`config.mk`:
```
export PLATFORM = sky130hd
export DESIGN_NAME = rol_seq
export DESIGN_NICKNAME = d
export VERILOG_FILES = /design/src/rtl/alu_pkg.sv /design/src/rtl/alu_flag_gen.sv /design/src/rtl/rol_seq.sv
export SDC_FILE = /design/constraint.sdc
export NUM_CORES = 1
export LEC_CHECK = 0
export CORE_ASPECT_RATIO = 0.6
export CORE_MARGIN = 3
export CORE_UTILIZATION = 51
export CTS_CLUSTER_SIZE = 24
export DETAILED_ROUTE_END_ITERATION = 6
export PLACE_DENSITY_LB_ADDON = 0.15
export SYNTH_ARGS = -nofsm -noshare
export SYNTH_HDL_FRONTEND = slang
export SYNTH_SLANG_ARGS = --single-unit
```
`constraint.sdc`:
```
create_clock -name clk -period 2.8 [get_ports clk]
set_input_delay 0.42 -clock clk [delete_from_list [all_inputs] [get_ports clk]]
set_output_delay 0.42 -clock clk [all_outputs]
set_load 0.005 [all_outputs]
```
`src/rtl/alu_pkg.sv`:
```
// Shared ALU definitions: flag bit positions and sequencer state encoding,
// used by the sequential ROL and reused by ROR/ADD.
package alu_pkg;

    localparam int FLAG_N = 3;
    localparam int FLAG_Z = 2;
    localparam int FLAG_C = 1;
    localparam int FLAG_V = 0;

    localparam logic [1:0] ST_IDLE = 2'd0;
    localparam logic [1:0] ST_ROT  = 2'd1;
    localparam logic [1:0] ST_DONE = 2'd2;

    typedef enum logic [1:0] {
        IDLE = ST_IDLE,
        ROT  = ST_ROT,
        DONE = ST_DONE
    } state_e;

endpackage

```
`src/rtl/alu_flag_gen.sv`:
```
// Combinational {N,Z,C,V} generator for rotate-style ops. C keeps the incoming
// value when nothing was shifted out; V always passes through.
module alu_flag_gen
    import alu_pkg::*;
#(
    parameter int WIDTH = 32
) (
    input  logic [WIDTH-1:0] result,
    input  logic             carry_out,
    input  logic             has_carry,
    input  logic [3:0]       flag,
    input  logic             s,
    output logic [3:0]       new_flag
);

    always_comb begin
        new_flag = flag;
        if (s) begin
            new_flag[FLAG_N] = result[WIDTH-1];
            new_flag[FLAG_Z] = (result == '0);
            new_flag[FLAG_C] = has_carry ? carry_out : flag[FLAG_C];
            new_flag[FLAG_V] = flag[FLAG_V];
        end
    end

endmodule

```
`src/rtl/rol_seq.sv`:
```
// Sequential rotate, one bit per clock. Positive In2 rotates left, negative
// rotates right; result and flags are delivered under a start/busy/done handshake.
module rol_seq
    import alu_pkg::*;
#(
    parameter int WIDTH = 32,
    parameter int AMT_W = 4
) (
    input  logic             clk,
    input  logic             rst,
    input  logic             start,
    input  logic [WIDTH-1:0] In1,
    input  logic [AMT_W-1:0] In2,
    input  logic [3:0]       Flag,
    input  logic             S,
    output logic             busy,
    output logic             done,
    output logic [WIDTH-1:0] Result,
    output logic [3:0]       New_Flag
);

    state_e           state_q, state_d;
    logic [WIDTH-1:0] work_q, work_d;
    logic [AMT_W-1:0] count_q, count_d;
    logic             dir_q, dir_d;
    logic [3:0]       flag_in_q, flag_in_d;
    logic             s_q, s_d;
    logic             carry_q, carry_d;
    logic             rotated_q, rotated_d;
    logic [WIDTH-1:0] result_q, result_d;
    logic [3:0]       new_flag_q, new_flag_d;
    logic [3:0]       flag_nxt;
    logic [AMT_W-1:0] neg_amt;

    // |-2^(AMT_W-1)| wraps to the same bit pattern, which is the correct unsigned magnitude.
    assign neg_amt = ~In2 + AMT_W'(1);

    alu_flag_gen #(.WIDTH(WIDTH)) u_flag_gen (
        .result    (work_q),
        .carry_out (carry_q),
        .has_carry (rotated_q),
        .flag      (flag_in_q),
        .s         (s_q),
        .new_flag  (flag_nxt)
    );

    always_comb begin
        state_d    = state_q;
        work_d     = work_q;
        count_d    = count_q;
        dir_d      = dir_q;
        flag_in_d  = flag_in_q;
        s_d        = s_q;
        carry_d    = carry_q;
        rotated_d  = rotated_q;
        result_d   = result_q;
        new_flag_d = new_flag_q;
        case (state_q)
            IDLE: begin
                if (start) begin
                    work_d    = In1;
                    dir_d     = In2[AMT_W-1];
                    count_d   = In2[AMT_W-1] ? neg_amt : In2;
                    flag_in_d = Flag;
                    s_d       = S;
                    carry_d   = 1'b0;
                    rotated_d = 1'b0;
                    state_d   = ROT;
                end
            end
            ROT: begin
                if (count_q != '0) begin
                    if (dir_q) begin
                        work_d  = {work_q[0], work_q[WIDTH-1:1]};
                        carry_d = work_q[0];
                    end else begin
                        work_d  = {work_q[WIDTH-2:0], work_q[WIDTH-1]};
                        carry_d = work_q[WIDTH-1];
                    end
                    count_d   = count_q - AMT_W'(1);
                    rotated_d = 1'b1;
                end else begin
                    result_d   = work_q;
                    new_flag_d = flag_nxt;
                    state_d    = DONE;
                end
            end
            DONE:    state_d = IDLE;
            default: state_d = IDLE;
        endcase
    end

    always_ff @(posedge clk or posedge rst) begin
        if (rst) begin
            state_q    <= IDLE;
            work_q     <= '0;
            count_q    <= '0;
            dir_q      <= 1'b0;
            flag_in_q  <= '0;
            s_q        <= 1'b0;
            carry_q    <= 1'b0;
            rotated_q  <= 1'b0;
            result_q   <= '0;
            new_flag_q <= '0;
        end else begin
            state_q    <= state_d;
            work_q     <= work_d;
            count_q    <= count_d;
            dir_q      <= dir_d;
            flag_in_q  <= flag_in_d;
            s_q        <= s_d;
            carry_q    <= carry_d;
            rotated_q  <= rotated_d;
            result_q   <= result_d;
            new_flag_q <= new_flag_d;
        end
    end

    assign busy     = (state_q != IDLE);
    assign done     = (state_q == DONE);
    assign Result   = result_q;
    assign New_Flag = new_flag_q;

endmodule

```
==> metrics.md, run 1 <==
| Metric | Value |
|---|---|
| Worst-path clk slew | 60 ps |
| Post-route ant nets | 0 |
| Post-synth EDFFs | 0 |
| FF+latch count, synth | 82 |
| RR Endpoint | count_q[2]$_DFFE_PP0P_ |
| CTS root buf | clkbuf_16 |
| DR iter-0 viols | 238 |
| PD cells | 1201 nW/um^2 |
| Yosys warning total | 0 |
| GPL Wtd Cong | 0.7846 |
| Worst reg2reg startpoint | count_q[0]$_DFFE_PP0P_ |
| Top cell type's share of synthesized area | 0.5149 |
| Commonest non-fill, non-tap cells in the layout | dfrtp_1 (81), clkdlybuf4s50_1 (81), nand2_1 (57) |
| CTS Hold Bufs | 0 |
| Cell area after synthesis | 3985 um^2 |
| Number of clock sinks | 82 |
| Clock Latency Late Sink | 330 ps |
| Via density per instance | 5.295 |
| Core Util, Final | 0.6883 |
| Max Clk Rate | 0.4773 GHz |
| Nets | 507 |
| Max FO, Critical Path | 69 |
| DR vias | 3018 |
| Die Ht | 74.47 um |
| Die X | 120.1 um |
| Final Hold Violating Endpoints | 0 |
| Total CTS buffers | 9 |
| P_leak | 2.257 nW |
| Number of global-route vias before repair | 2833 |
| Initial antenna violation count | 0 |
| Min-Delay Path Class | in -> async |
| Post-Route Setup TNS | 0 ps |
| Die area | 8945 um^2 |
| PortBufs | 81 |
| Max-slew violation count | 0 |
| Syn-to-layout area delta | 28.10% |
| Clock power share | 0.185 |
| Synth cell types | 39 |
| Worst hold margin | 478.6 ps |
| Main synth FF type | dfrtp_1 |
| I/O pin count | 82 |
| Row Count | 24 |
| First-pass GRT wire length | 14710 um |
| Residual DRC | 0 |
| Sequential power share | 0.379 |
| Worst Path Required | 3020 ps |
| Int Power | 0.003827 W |
| Final period demand of the worst path | 2095 ps |
| Wirelength, routed | 9008 um |
| Worst Tran Pin Value | 914.2 ps |
| CTS tree | yes |
| VDD IR-drop max | 0.6789 mV |
| Syn avg cell area | 10.30 um^2 |
| Diode count | 0 |
| Status | finished clean |
| Switching fraction of total power | 0.3760 |
| H-tree depth | 3 |
| Post-route cell area | 5105 um^2 |
| DP HPWL | 6025 um |
| Dominant cell type by area after synthesis | dfrtp_1 |
| RSZ-0062 raised after global routing | false |
| Starting Density | 0.5373 |
| Clock Skew | 6.121 ps |
| GRT Util Overall | 0.2124 |
| CP startpoint kind | flip-flop |
| Grt ovf | 0 |
| Core region area | 7417 um^2 |
| Placed cell areas | 4817 um^2 |
| Top post-synthesis cells by area | dfrtp_1 (51%), mux2i_1 (8.3%), mux2_2 (8.2%) |
| Largest net degree at the start of global routing | 83 |
| Clk buf depth | 2 |
| FF-to-FF path depth | 7 |
| Switch Pwr | 0.002306 W |
| Mapped Nets | 433 |
| Critical Path AT | 2320 ps |
| Routed len/inst | 15.80 um |
| Kind of critical path | reg -> reg |
| Synth async-reset ratio | 1.000 |
| Setup violations, final | 0 |
| Worst rel slew slack | 0.3905 |
| Crit. End Element | flip-flop |
| Maxcap violations | 0 |
| Synthesized instance count | 387 |
| PostCTS Resize Cnt | 0 |
| Reg2reg setup slack | 700 ps |
| Layout cell share with drive strength beyond 1 | 0.1330 |
| DRT Pass-1 Iters | 4 |
| Ratio of final minimum period to clock period | 0.7483 |
| Setup Fix Bufs, Post-CTS | 0 |
| Combinational power share | 0.436 |
| Register area share after synthesis | 0.5149 |
## per-layer routing
metal  up-vias  share of wire  GRT usage
li1       1491              -          -
met3         8          0.069    0.06459
met5         -              0          0
met4         0         0.0094    0.05330
met1      1417           0.50     0.3183
met2       102           0.42     0.3022
## power groups by stage
stage | clock, W | combinational (W) | sequential (W)
floorplan | 0 | 0.00204 | 0.00212
global placement | 0 | 0.00257 | 0.00231
detailed placement | 0 | 0.00266 | 0.00233
CTS | 0.00116 | 0.00270 | 0.00231
global route | 0.00121 | 0.00299 | 0.00241
finish | 0.00114 | 0.00267 | 0.00232
## Yosys cell counts (all sizes together), types with 2 or more instances
cell type / n
inv: 9
nor3: 2
nor2: 39
o31ai: 2
nor4: 7
o21ai: 38
a21oi: 36
nand2: 58
clkbuf: 3
a211o: 2
dfrtp: 82
nand3: 2
and2: 2
buf: 21
nor2b: 4
mux2: 33
ha: 2
mux2i: 33
nor3b: 2
## worst max path at each step
stage | startpoint | end | slack (ps) | cells after the start
final | count_q[0]$_DFFE_PP0P_ | count_q[2]$_DFFE_PP0P_ | 700 | 7
after global routing | state_q[1]$_DFFE_PP0P_ | work_q[28]$_DFFE_PP0P_ | 570 | 5
after CTS | count_q[0]$_DFFE_PP0P_ | count_q[2]$_DFFE_PP0P_ | 710 | 7
after detailed placement | start | count_q[2]$_DFFE_PP0P_ | 590 | 6
after global placement | start | count_q[2]$_DFFE_PP0P_ | 650 | 6
after floorplan | rst | New_Flag[0]$_DFFE_PP0P_ | 270 | 1
## sequential cells by signal (all words and copies together), names as in the netlist
signal and count:
Result 32, work_q 32, New_Flag 4, count_q 4, flag_in_q 4, state_q 2
carry_q 1, dir_q 1, rotated_q 1, s_q 1
## cell families after synthesis
group | count (synthesis) | share of synthesized area
buffers and inverters | 33 | 0.05149
and+or+nand+nor | 120 | 0.1312
muxes | 66 | 0.1799
AOI/OAI and AO/OA | 83 | 0.1140
xor gates and xnor gates | 1 | 0.002198
DFF | 82 | 0.5149
adders and majority gates | 2 | 0.006278
## final cells by class
| type | instances | area, um^2 |
|---|---|---|
| repair buffers | 87 | 868.3 |
| clock inverters | 5 | 55.05 |
| clock buffers | 11 | 232.7 |
| well taps | 104 | 130.1 |
| inverters | 9 | 35.03 |
| multi-input cells | 272 | 1730 |
| flip-flops and latches | 82 | 2053 |
| fillers | 554 | 2312 |
## critical path, stage by stage (launching register included)
cell	delay, ps
dfrtp_1	390
inv_1	60
ha_1	220
nor3b_2	190
a211o_4	580
inv_2	170
o21ai_0	100
a22o_1	270
## through the flow
stage	setup WS, ps	cells	power [W]
finish	704.8	570	0.006133
global route	573.6	570	0.006602
CTS	706.8	570	0.006173
detailed placement	591.5	554	0.004989
global placement	651.7	554	0.004880
floorplan	271.6	387	0.004160
(Power assumes the default switching activity.)
==> run 2, diff against run 1 <==
- clock period: 2.8 -> 2.2 ns (I/O delays scaled with it)
==> metrics.md, run 2 (synthesis gave the netlist of run 1 again) <==
| Metric | Value |
|---|---|
| Status | finished clean |
| Total Power | 0.008208 W |
| CTS tree | yes |
| Crit. End Element | flip-flop |
| FF-to-FF path depth | 6 |
| Critical Path AT | 2120 ps |
| DP HPWL | 6359 um |
| Reg2reg setup slack | 310 ps |
| Area of the multi-input gates | 1730 um^2 |
| CTS root buf | clkbuf_16 |
| DR vias | 3051 |
| Syn-to-layout area delta | 30.58% |
| Final Hold Violating Endpoints | 0 |
| GRT Util Overall | 0.2182 |
| PortBufs | 81 |
| Min-Delay Path Class | in -> async |
| First-pass GRT wire length | 15080 um |
| Reg area | 2053 um^2 |
| Worst Path Required | 2420 ps |
| Worst Tran Pin Value | 436.8 ps |
| WL met1 | 4638 um |
| PostCTS Resize Cnt | 0 |
| Max Clk Rate | 0.5278 GHz |
| Post-Route Setup TNS | 0 ps |
| Setup violations, final | 0 |
| Post-route ant nets | 0 |
| Setup Fix Bufs, Post-CTS | 0 |
| Total CTS buffers | 9 |
| DR WL met2 | 3944 um |
| Max FO, Critical Path | 19 |
| Starting Density | 0.5373 |
| Core region area | 7417 um^2 |
| Die X | 120.1 um |
| Worst rel slew slack | 0.7088 |
| DR iter-0 viols | 213 |
| Critical path origin | count_q[0]$_DFFE_PP0P_ |
| Commonest non-fill, non-tap cells in the layout | dfrtp_1 (81), clkdlybuf4s50_1 (81), nand2_1 (57) |
| I/O pin count | 82 |
| Initial antenna violation count | 0 |
| Largest stage delay, worst path | 400 ps |
| RR Endpoint | Result[2]$_DFFE_PP0P_ |
| Worst reg2reg startpoint | count_q[0]$_DFFE_PP0P_ |
| Number of clock sinks | 82 |
| Die area | 8945 um^2 |
| Met3 WL post-DR | 512 um |
| Max layer used | met4 |
| H-tree depth | 3 |
| GPL Wtd Cong | 0.8053 |
| Wirelength, routed | 9164 um |
| Ratio of final minimum period to clock period | 0.8612 |
| Number of global-route vias before repair | 2934 |
| Routed len/inst | 16.02 um |
| P_leak | 2.299 nW |
| Kind of critical path | reg -> reg |
| PD cells | 1577 nW/um^2 |
| Worst-path clk slew | 60 ps |
| DRT Pass-1 Iters | 4 |
| VDD IR-drop max | 0.7072 mV |
| Placed cell areas | 4860 um^2 |
| Layout cell share with drive strength beyond 1 | 0.1389 |
| Nets | 509 |
| Top delay family on crit path | simple AND/OR/NAND/NOR gates |
| Clk buf depth | 2 |
| Clock Skew | 2.900 ps |
| RSZ-0062 raised after global routing | false |
| Maxcap violations | 0 |
| CTS Hold Bufs | 0 |
| CP startpoint kind | flip-flop |
| Row Count | 24 |
| Critical path buffers and inverters | 2 |
| Core Util, Final | 0.7016 |
| Via density per instance | 5.334 |
| Grt ovf | 0 |
| Max-slew violation count | 0 |
| Die Ht | 74.47 um |
| Critical path, cell by cell | inv_1, ha_1, nor3b_2, nand2_2, buf_4, mux2_4 |
| Clock Latency Late Sink | 330 ps |
| Slowest CP cell | dfrtp_1 |
| Filler Cell Count | 570 |
| Diode count | 0 |
| Post-route cell area | 5204 um^2 |
| Largest net degree at the start of global routing | 83 |
| Final period demand of the worst path | 1895 ps |
| Residual DRC | 0 |
-- run 2: changes by cell type in the layout (fill, tap and decap cells not counted) --
cell,delta
buf_12,+2
bufinv_16,+2
clkbuf_1,-1
clkinv_2,-3
clkinv_4,+2
-- run 2: how the worst max path moves through the flow --
stage | endpoint | cells past startpoint
2_1_floorplan | work_q[0]$_DFFE_PP0P_ | 8
3_3_place_gp | count_q[2]$_DFFE_PP0P_ | 6
3_5_place_dp | New_Flag[0]$_DFFE_PP0P_ | 6
4_1_cts | Result[0]$_DFFE_PP0P_ | 6
5_1_grt | New_Flag[2]$_DFFE_PP0P_ | 7
6_report | Result[2]$_DFFE_PP0P_ | 6
-- run 2: routing by layer --
| layer | up-vias | GRT usage |
|---|---|---|
| li1 | 1491 | - |
| met1 | 1462 | 0.3199 |
| met2 | 87 | 0.3228 |
| met3 | 11 | 0.06687 |
| met4 | 0 | 0.04822 |
| met5 | - | 0 |
-- run 2: cell type report --
cell class                 count  share of cell area
tap                          104             0.02501
inverter                       9            0.007213
sequential                    82              0.3946
clock inverter                 6             0.02212
multi-input combinational    272              0.3325
clock buffer                  10             0.04400
timing repair buffer          89              0.1746
-- run 2: tightest hold or removal path, stage by stage --
cell             delay, ps
clkdlybuf4s50_1        450
clkinvlp_4             100
buf_12                 350
-- run 2: stage by stage --
step	std cells	setup slack, ps	hold WS [ps]
4_1_cts	572	294.3	481.9
6_report	572	305.3	470.5
5_1_grt	572	167.6	498.6
3_3_place_gp	556	363.4	461.0
3_5_place_dp	556	311.6	468.3
2_1_floorplan	387	575.9	435.4
-- run 2: power breakdown --
group	switching [W]	internal [W]	total, W
combinational	0.00170	0.00187	0.00356
clock	0.000605	0.00111	0.00172
sequential	0.000712	0.00221	0.00292
total	0.00301	0.00519	0.00821
